==> config.mk <==
export PLATFORM = sky130hd
export DESIGN_NAME = systolic_array
export DESIGN_NICKNAME = d
export VERILOG_FILES = /design/src/rtl/systolic_array.sv
export SDC_FILE = /design/constraint.sdc
export NUM_CORES = 1
export LEC_CHECK = 0
export CAP_MARGIN = 20
export CELL_PAD_IN_SITES_DETAIL_PLACEMENT = 1
export CELL_PAD_IN_SITES_GLOBAL_PLACEMENT = 1
export CORE_MARGIN = 10
export CORE_UTILIZATION = 52
export DETAILED_ROUTE_END_ITERATION = 8
export DONT_BUFFER_PORTS = 1
export HOLD_SLACK_MARGIN = 0.06
export PLACE_DENSITY_LB_ADDON = 0.25
export SLEW_MARGIN = 20
export SYNTH_ARGS = -nofsm -noshare
export SYNTH_HDL_FRONTEND = slang
export SYNTH_SLANG_ARGS = --single-unit
==> constraint.sdc <==
create_clock -name clk -period 3.5 [get_ports clk]
set_input_delay 0.7 -clock clk [delete_from_list [all_inputs] [get_ports clk]]
set_output_delay 0.7 -clock clk [all_outputs]
set_load 0.05 [all_outputs]
==> src/rtl/systolic_array.sv <==
// Weight-stationary ROWS x COLS MAC array: shadow/active weights with a skewed swap
// wavefront, A flowing right, partial sums flowing down, C leaving the bottom row.
module systolic_array #(
    parameter int ROWS        = 2,
    parameter int COLS        = 2,
    parameter int WIDTH       = 4,
    parameter int ACC_WIDTH   = 9,
    parameter int MUL_LATENCY = 0,
    parameter int ADD_LATENCY = 1
) (
    input  logic                      clk,
    input  logic                      rst_n,
    input  logic                      b_load,
    input  logic                      b_update,
    input  logic [ROWS*WIDTH-1:0]     a_row_flat,
    input  logic [COLS*WIDTH-1:0]     b_col_flat,
    output logic [COLS*ACC_WIDTH-1:0] c_col_flat,
    output logic                      b_update_done
);

    // Done drops for the token's first COLS-1 positions, or only the pulse cycle when COLS=1.
    localparam int DONE_W = (COLS > 1) ? COLS - 1 : 1;

    logic [COLS-1:0]      col_swap;
    logic [WIDTH-1:0]     a_in     [ROWS][COLS];
    logic [WIDTH-1:0]     sw       [ROWS][COLS];
    logic [ACC_WIDTH-1:0] psum_out [ROWS][COLS];
    logic                 done_q;
    logic                 done_d;

    assign col_swap[0] = b_update;

    genvar gr, gc;
    generate
        for (gc = 1; gc < COLS; gc++) begin : g_tok
            logic tok_q;
            always_ff @(posedge clk or negedge rst_n) begin
                if (!rst_n) tok_q <= 1'b0;
                else        tok_q <= col_swap[gc-1];
            end
            assign col_swap[gc] = tok_q;
        end
    endgenerate

    assign done_d = ~(|col_swap[DONE_W-1:0]);

    always_ff @(posedge clk or negedge rst_n) begin
        if (!rst_n) done_q <= 1'b1;
        else        done_q <= done_d;
    end

    assign b_update_done = done_q;

    generate
        for (gr = 0; gr < ROWS; gr++) begin : g_row
            for (gc = 0; gc < COLS; gc++) begin : g_col
                logic [WIDTH-1:0]     sw_in;
                logic [WIDTH-1:0]     sw_q;
                logic [WIDTH-1:0]     aw_q;
                logic [2*WIDTH-1:0]   prod;
                logic [ACC_WIDTH-1:0] prod_ext;
                logic [ACC_WIDTH-1:0] prod_d;
                logic [ACC_WIDTH-1:0] psum_in;
                logic [ACC_WIDTH-1:0] sum_d;
                logic [ACC_WIDTH-1:0] add_q [ADD_LATENCY];

                if (gr == 0) begin : g_sw_top
                    assign sw_in = b_col_flat[gc*WIDTH +: WIDTH];
                end else begin : g_sw_chain
                    assign sw_in = sw[gr-1][gc];
                end

                always_ff @(posedge clk or negedge rst_n) begin
                    if (!rst_n)      sw_q <= '0;
                    else if (b_load) sw_q <= sw_in;
                end
                assign sw[gr][gc] = sw_q;

                always_ff @(posedge clk or negedge rst_n) begin
                    if (!rst_n)            aw_q <= '0;
                    else if (col_swap[gc]) aw_q <= sw[gr][gc];
                end

                if (gc == 0) begin : g_a_edge
                    assign a_in[gr][gc] = a_row_flat[gr*WIDTH +: WIDTH];
                end else begin : g_a_reg
                    logic [WIDTH-1:0] a_q;
                    always_ff @(posedge clk or negedge rst_n) begin
                        if (!rst_n) a_q <= '0;
                        else        a_q <= a_in[gr][gc-1];
                    end
                    assign a_in[gr][gc] = a_q;
                end

                assign prod     = {{WIDTH{1'b0}}, a_in[gr][gc]} * {{WIDTH{1'b0}}, aw_q};
                assign prod_ext = ACC_WIDTH'(prod);

                if (MUL_LATENCY == 0) begin : g_mul_comb
                    assign prod_d = prod_ext;
                end else begin : g_mul_pipe
                    logic [ACC_WIDTH-1:0] mul_q [MUL_LATENCY];
                    always_ff @(posedge clk or negedge rst_n) begin
                        if (!rst_n) begin
                            for (int k = 0; k < MUL_LATENCY; k++) mul_q[k] <= '0;
                        end else begin
                            mul_q[0] <= prod_ext;
                            for (int k = 1; k < MUL_LATENCY; k++) mul_q[k] <= mul_q[k-1];
                        end
                    end
                    assign prod_d = mul_q[MUL_LATENCY-1];
                end

                if (gr == 0) begin : g_psum_top
                    assign psum_in = '0;
                end else begin : g_psum_chain
                    assign psum_in = psum_out[gr-1][gc];
                end

                // Row r-1's sum emerges exactly when row r's delayed product does.
                assign sum_d = psum_in + prod_d;

                always_ff @(posedge clk or negedge rst_n) begin
                    if (!rst_n) begin
                        for (int k = 0; k < ADD_LATENCY; k++) add_q[k] <= '0;
                    end else begin
                        add_q[0] <= sum_d;
                        for (int k = 1; k < ADD_LATENCY; k++) add_q[k] <= add_q[k-1];
                    end
                end
                assign psum_out[gr][gc] = add_q[ADD_LATENCY-1];
            end
        end

        for (gc = 0; gc < COLS; gc++) begin : g_out
            assign c_col_flat[gc*ACC_WIDTH +: ACC_WIDTH] = psum_out[ROWS-1][gc];
        end
    endgenerate

endmodule

; ---- Word-level counts from Yosys, hierarchy flattened
; Index checks and enable logic that the tools add are counted.
[word_totals]
register_bits = 76
in_bits = 20
word_cells = 23
[classes]
mul = 4
n_bitwise = 1
addsub = 2
[ops]
columns = op, n
row1 = 4-bit by 4-bit multiplier with 8-bit output, 4
row2 = 8-bit by 8-bit adder with 9-bit output, 2
row3 = 1-bit NOT, 1

; ---- Logic depth before layout (Yosys ltp)
; Gate-level depths: netlist of the first run.
[logic_depth]
depth_word = 2
depth_mapped = 12
ltp_nobuf = 12

; ---- Worst setup path before layout of the first run
; Ideal clock, no wire load.
[synth_path]
path_type = input port to flip-flop
from = input a_row_flat[4]
to = register g_row[1].g_col[0].add_q[7] (netlist bit)
path_slack_ns = 0.088
setup_time_ns = 0.080
arrival_time_ns = 3.332
required_ns = 3.420
cell_stages = 11
path_cell_list = nand2_1 fa_1 fa_1 fa_1 inv_1 ha_1 a21o_1 a21oi_2 o21bai_1 a21oi_1 xnor2_1
[synth_between]
elab_chain_len = 2
[synth_rtl]
columns = item, line
row1 = "start, declared", 15  ; input logic [ROWS*WIDTH-1:0] a_row_flat,
row2 = 4-bit by 4-bit multiplier with 8-bit output, 95  ; assign prod = {{WIDTH{1'b0}}, a_in[gr][gc]} * {{WIDTH{1'b0}}, aw_q};
row3 = 8-bit by 8-bit adder with 9-bit output, 120  ; assign sum_d = psum_in + prod_d;
row4 = net g_row[1].g_col[0].sum_d[7], 64  ; logic [ACC_WIDTH-1:0] sum_d;
row5 = "end, declared", 65  ; logic [ACC_WIDTH-1:0] add_q [ADD_LATENCY];
; The timed path passes the listed nets, and every way through them passes these cells.
; A chain may end at the register's enable or synchronous reset.

; ---- Worst setup path in the final report of the first run
[layout_path]
from = register g_row[1].g_col[1].aw_q[2]
to = register g_row[1].g_col[1].add_q[8] (netlist bit)
[layout_between]
elab_chain_len = 2
[layout_rtl]
columns = item, line
row1 = "start, declared", 59  ; logic [WIDTH-1:0] aw_q;
row2 = "start signal, assigned", 81  ; else if (col_swap[gc]) aw_q <= sw[gr][gc];
row3 = 4-bit by 4-bit multiplier with 8-bit output, 95
row4 = 8-bit by 8-bit adder with 9-bit output, 120
row5 = net g_row[1].g_col[1].sum_d[8], 64
row6 = "end, declared", 65
; The timed path passes the listed nets, and every way through them passes these cells.

==> qor.log, run 1 <==
INFO  logic_synthesis synth_fp_nets=482
INFO  timing         timing.slew.headroom=67.91%
INFO  critical_path  rr_startpoint=g_row[1].g_col[1].aw_q[2]
INFO  critical_path  critPathMaxStageDelay=0.52ns
INFO  clocking       cts_tree=yes
INFO  detailed_routing wl_per_cell=18.97um
INFO  cells_and_area layout-area-overhead-vs-synth=8.779%
INFO  clocking       cts_num_sinks=76
INFO  cells_and_area n_antenna_cell=0
INFO  die            die_area=0.01282mm^2
INFO  die            die_width=113.2um
INFO  job            drv.max_cap_violation_count=0
INFO  logic_synthesis synth-edff-count=0
INFO  logic_synthesis predominant_post_synthesis_flop_cell=dfrtp_1
INFO  critical_path  cp-start-kind=flop
INFO  logic_synthesis synthTopCellsByCount=75 x dfrtp_1, 58 x ha_1, 57 x inv_1, 39 x and2_1, 32 x mux2_2
INFO  logic_synthesis synth_top_area_share=41.54%
INFO  clocking       clk_path_buf_depth=2
INFO  pwr            power_density=800.9mW/mm^2
INFO  critical_path  critical_path_maximum_fanout=4
INFO  timing         fmax=299.9MHz
INFO  critical_path  path_buf_inv=2
INFO  grt            grt_pass1_wl=15900um
INFO  detailed_routing via_count=2646
INFO  grt            first_global_vias=3150
INFO  logic_synthesis post_synth_inst_count=378
INFO  detailed_routing initialDrtViolationCount=66
INFO  critical_path  timing.reg2reg.setup_slack=0.17ns
INFO  clocking       clock_transition_at_the_register_clock_pins_on_the_worst_setup_and_hold_paths_after_cts=0.09ns
INFO  die            ios=39
INFO  logic_synthesis synth.most_common_cell=dfrtp_1
INFO  logic_synthesis synth_area_per_cell=11.95um^2
INFO  logic_synthesis synth_seq_cells=76
INFO  timing         hold_violations=0
INFO  logic_synthesis synthesis.area=0.004518mm^2
INFO  detailed_routing drc=0
INFO  detailed_routing via_density_per_instance=5.292
INFO  logic_synthesis ys_async_sr_fraction=100.0%
INFO  critical_path  worst-setup-path-type=reg2reg
INFO  timing         fin_crit=3.334ns
INFO  critical_path  critPathRequiredTime=3.75ns
INFO  detailed_routing drt-pass1-iter-count=4
INFO  timing         report.final.slew_viol_count=0
INFO  detailed_routing postRouteAntennaNets=0
INFO  hold_path      worst_hold_check_path_type=in2async
INFO  die            core-area=0.008341mm^2
INFO  critical_path  worstReg2RegEnd=g_row[1].g_col[1].add_q[8]
INFO  placement      count_of_buffers_inserted_at_the_top_level_ports=0
INFO  pwr            p_total=0.003936W
INFO  logic_synthesis post_synth_num_cell_types=24
INFO  clocking       worst_skew_pair.late_latency=0.35ns
INFO  cells_and_area final_util=58.93%
INFO  grt            grt_max_degree=76
INFO  clocking       htree_levels=3
INFO  die            die_height=113.2um
INFO  critical_path  crit_family=adder cells
INFO  cells_and_area post_route_cells_drive_above_1_share=15.70%
INFO  logic_synthesis ys_warn_count=0
INFO  critical_path  slowest_stage=fa_1
INFO  placement      gp_routability_congestion=0.7998
INFO  pwr            power.static_leakage=2.520nW
INFO  grt            gr-total-overflow=0
INFO  timing         setup-violations-final=0
INFO  timing         tightestPinTransition=0.4817ns
INFO  pwr            vdd_drop_max=0.2675mV
INFO  logic_synthesis yosysTopAreaCell=dfrtp_1
INFO  critical_path  crit_chain=buf_4 > nand2_1 > fa_1 > inv_1 > ha_1 > fa_1 > ha_1 > a21oi_2 > nor2_1 > a311oi_2 > a21oi_2 > xor2_1
INFO  die            rows=33
INFO  logic_synthesis synth-seq-area-share=42.12%
INFO  timing         rsz0062_at_grt=false
INFO  timing         period_utilization=95.26%
INFO  cells_and_area layout.nets=495
INFO  critical_path  worst_ep_arrival_time=3.58ns
INFO  placement      hpwl=7056um
INFO  grt            grtUsageTotal=15.47%
INFO  logic_synthesis netlist_top_cells_area=dfrtp_1 42%, ha_1 16%, fa_1 12%
INFO  critical_path  endpoint_kind_of_the_worst_setup_timing_path=flop
INFO  status         run_status=finished, final reports clean
INFO  die            initial_utilization=54.17%
INFO  grt            antenna_found_initial=0
INFO  timing         hold-worst-slack=0.1796ns
INFO  critical_path  worst-r2r-cell-count=12
INFO  clocking       clock_root_buffer=clkbuf_8
INFO  timing         fin_worst_skew=0.01341ns
INFO  clocking       cts-buffers-inserted=9
INFO  detailed_routing drt_wl_total=9487um
## state kept, by name (all words and copies together) (netlist names)
signal and cells:
g_row.g_col.add_q 34, g_row.g_col.g_a_reg.a_q 8, g_row.g_col.sw_q 16, b_update_done 1, g_tok.tok_q 1, g_row.g_col.aw_q 16
## where the power goes
part           internal [W]  switching (W)  total (W)
sequential          0.00111       0.000471    0.00158
combinational      0.000747       0.000886    0.00163
clock              0.000396       0.000327   0.000722
total               0.00225        0.00168    0.00394
## worst register-to-register path, delay by kind of cell (launching register included)
kind / cells / cell delay, ns
buffers and inverters: 2 / 0.21
AO/OA/AOI/OAI: 3 / 0.62
flip-flops: 1 / 0.40
XOR/XNOR: 1 / 0.15
AND/OR/NAND/NOR: 2 / 0.16
adder cells (fa/ha/maj): 4 / 1.69
## cell usage in the layout (no fill, tap or decap), types with 12 or more instances in the layout
cell      n
inv_1    57
nand2_1  25
dfrtp_1  74
a21oi_1  12
xnor2_1  14
fa_1     26
ha_1     57
mux2_2   32
and2_1   39
## cells by family after synthesis
group                    share of synthesized area (%)
adder cells (fa/ha/maj)                          27.58
AND/OR/NAND/NOR                                  8.723
XOR/XNOR                                         3.877
buffers and inverters                            5.151
multiplexers                                     7.976
AO/OA/AOI/OAI                                    4.569
flip-flops                                       42.12
## area by class of cell
class / instances / area (um^2)
Fill cell: 854 / 3426
Multi-Input combinational cell: 241 / 2395
Sequential cell: 76 / 1904
Inverter: 57 / 214.0
Tap cell: 105 / 131.4
Clock buffer: 10 / 127.6
Clock inverter: 5 / 77.57
Timing Repair Buffer: 6 / 65.06
## worst max-delay path by stage
stage | to | depth (start not counted) | startpoint | slack [ns]
global placement | g_row[1].g_col[0].add_q[7] | 11 | a_row_flat[4] | 0.07
floorplan | g_row[1].g_col[0].add_q[7] | 11 | a_row_flat[4] | 0.09
CTS | g_row[1].g_col[1].add_q[8] | 10 | g_row[1].g_col[1].aw_q[3] | 0.13
finish | g_row[1].g_col[1].add_q[8] | 12 | g_row[1].g_col[1].aw_q[2] | 0.17
detailed placement | g_row[1].g_col[0].add_q[7] | 11 | a_row_flat[4] | -0.06
global route | g_row[1].g_col[0].add_q[7] | 11 | g_row[1].g_col[0].aw_q[3] | 0.02
## routing by layer
layer / vias up / global-route usage (%) / wire length (um) / part of all wire (%)
met5: - / 0 / 0 / 0
met4: 0 / 5.668 / 219 / 2.3
met3: 18 / 4.754 / 596 / 6.3
met2: 57 / 27.07 / 4751 / 50
met1: 1338 / 17.27 / 3920 / 41
li1: 1233 / - / - / -
## timing repair
action,CTS,global route
resized for setup,0,2
hold buffers,1,0
setup buffers,0,1
hold endpoints to repair,75,0
setup endpoints to repair,0,3
## per-stage QoR
step,cells,setup WS (ns),instance area (um^2),setup TNS (ns)
floorplan,378,0.08796,4518,0
global placement,483,0.06984,4661,0
detailed placement,483,-0.05898,4661,-0.05898
CTS,499,0.1254,4893,0
global route,500,0.02332,4915,0
finish,500,0.1659,4915,0
Power figures use the tool's default switching activity.
==> run 2: changes to the inputs <==
--- a/config.mk
+++ b/config.mk
@@ -5,7 +5,7 @@
 export SDC_FILE = /design/constraint.sdc
 export NUM_CORES = 1
 export LEC_CHECK = 0
-export CAP_MARGIN = 20
+export CAP_MARGIN = 15
 export CELL_PAD_IN_SITES_DETAIL_PLACEMENT = 1
 export CELL_PAD_IN_SITES_GLOBAL_PLACEMENT = 1
 export CORE_MARGIN = 10
==> results of run 2 <==
Same layout as run 1: the final DEF is identical, and so are final timing and power.
==> patch (settings of run 2) <==
`ROWS`: 2 -> 8.
--- a/src/rtl/systolic_array.sv
+++ b/src/rtl/systolic_array.sv
@@ -1,7 +1,7 @@
 // Weight-stationary ROWS x COLS MAC array: shadow/active weights with a skewed swap
 // wavefront, A flowing right, partial sums flowing down, C leaving the bottom row.
 module systolic_array #(
-    parameter int ROWS        = 2,
+    parameter int ROWS        = 8,
     parameter int COLS        = 2,
     parameter int WIDTH       = 4,
     parameter int ACC_WIDTH   = 9,
Interface: changed (resized a_row_flat); port bits go from 39 to 63. The function was not compared with the original's and may differ.
==> patch against run 2 <==
The flow now finishes with violations (negative hold slack); final area grew to 4.5 times the old value; area after synthesis grew to 4.5 times the old value; synthesized cell count rose to 4.8 times the old value; largest cell class unchanged; wire length increased to 4.5 times the old value; sequential share of layout area decreased by 4.3 points; sequential cell count grew 228; worst setup slack gained 7.8 ps; combinational power grew to 8.2 times the old value; first-iteration DRC count grew to 6.0 times the old value; final cell count grew to 4.8 times the old value; count of clock-buffer cells in the layout is 39 higher; total power grew to 5.9 times the old value.
==> patch: results <==
status:
  status: "complete, but fails checks"
  failed_checks: "negative hold slack"
critical_path:
  worstPathMaxFanout: 5
  critPathLaunch: "g_row[7].g_col[1].aw_q[1]"
  cpPeakStageDelay_ps: 540
  crit_arrival_ps: 3770
clock_network:
  clk_latency_ps: 550
  clock-root-buffer: "clkbuf_16"
  path_clk_slew_ps: 60
  cts_max_level: 2
  cts_setup_buffers: 0
  clk_path_buf_depth: 3
  numCtsBuffers: 36
sta:
  whs_ps: -128
  clock_skew_ps: 17.4
  hold_violations: 174
  worst_pin_slew_ps: 831
power_and_ir_drop:
  p_leak_nw: 11.2
  peakVddDrop_v: 0.000515
worst_hold_path:
  hp-class: "in2async"
synth:
  ys_seq_area_share_pct: 37.5
  ys_async_sr_fraction_pct: 100
  synth_xor_area_share_pct: 4.10
  ys_types: 28
  yosys-top-cells-count: "inv_1 (354), dfrtp_1 (303), ha_1 (262)"
  synth_fa_ha_area_share_pct: 29.4
  synth_mux_area_share_pct: 7.10
  synth_compound_area_share_pct: 6.01
  synth.most_common_cell: "inv_1"
  synthTopCellsByArea: "dfrtp_1 (37%), ha_1 (16%), fa_1 (13%), mux2_2 (7.0%), inv_1 (6.5%)"
drt:
  drt-initial-drc-count: 396
  vias_per_cell: 5.22
  route.detailed.drc: 0
  wire_per_inst_um: 18.0
grt:
  grt_pass1_wl_mm: 72.9
  grt_max_degree: 305
  grt_usage_pct: 19.2
  grt_pass1_vias: 14800
placement:
  dp_hpwl_mm: 32.8
  port_buffers: 0
  gp_congestion: 0.794
layout:
  fin_nets: 2289
  drive_above_1_share_pct: 11.2
  n_fill_cell: 4071
  reg_top3: "g_row.g_col.add_q x142, g_row.g_col.aw_q x64, g_row.g_col.sw_q x64"
  top_register: "g_row.g_col.add_q"
-- patch: cell types whose count changed after synthesis, sizes merged, moves of 96 or more --
| cell | before | now |
|---|---|---|
| and2 | 39 | 178 |
| dfrtp | 75 | 303 |
| fa | 26 | 134 |
| ha | 58 | 262 |
| inv | 57 | 354 |
| mux2 | 32 | 128 |
| nand2 | 25 | 124 |
-- patch: layout make-up --
cell class                 instances  share of cell area, %
clock inverter                    13                  0.788
antenna                            1                 0.0113
tap                              518                   2.94
inverter                         354                   6.02
sequential                       304                   34.5
timing repair buffer               5                  0.170
clock buffer                      49                   4.62
multi-input combinational       1148                   51.0
-- patch: kinds of logic after synthesis --
| family | count (synthesis) |
|---|---|
| AO/OA/AOI/OAI | 177 |
| XOR/XNOR | 95 |
| adder cells (fa/ha/maj) | 396 |
| buffers and inverters | 369 |
| flip-flops | 304 |
| multiplexers | 128 |
| AND/OR/NAND/NOR | 352 |
-- patch: routing by layer --
layer	share of wire, %	global-route usage (%)
met4	2.8	6.01
met1	35	18.8
met3	4.5	4.51
met2	57	38.3
met5	0	0
-- patch: path summary, 6_finish.rpt --
path	end	cells after the start
max	g_row[7].g_col[1].add_q[7]	10
min	g_row[7].g_col[1].add_q[7]	0
max reg2reg	g_row[7].g_col[1].add_q[7]	10
min reg2reg	g_row[7].g_col[1].add_q[0]	1
max in group asynchronous	g_row[5].g_col[1].add_q[5]	0
min in group clk	g_row[3].g_col[1].g_a_reg.a_q[3]	0
-- patch: per-stage QoR --
stage | setup WS, ps | area [sq um] | cells
after floorplan | 165 | 20300 | 1821
after global routing | 26.5 | 22100 | 2391
final | 174 | 22100 | 2392
after CTS | 132 | 22100 | 2391
after global placement | 71.2 | 20900 | 2329
after detailed placement | -2.64 | 20900 | 2329
-- patch: where the power goes --
group | leakage [nW] | switching (mW) | internal [mW]
clock network | 0.585 | 1.51 | 2.34
logic | 7.02 | 7.23 | 6.03
registers | 3.60 | 1.24 | 5.02
total | 11.2 | 9.98 | 13.4
-- patch: what timing repair did --
action	in CTS	in global routing
setup endpoints to repair	0	1
gates resized for setup	0	1
hold endpoints to repair	304	303
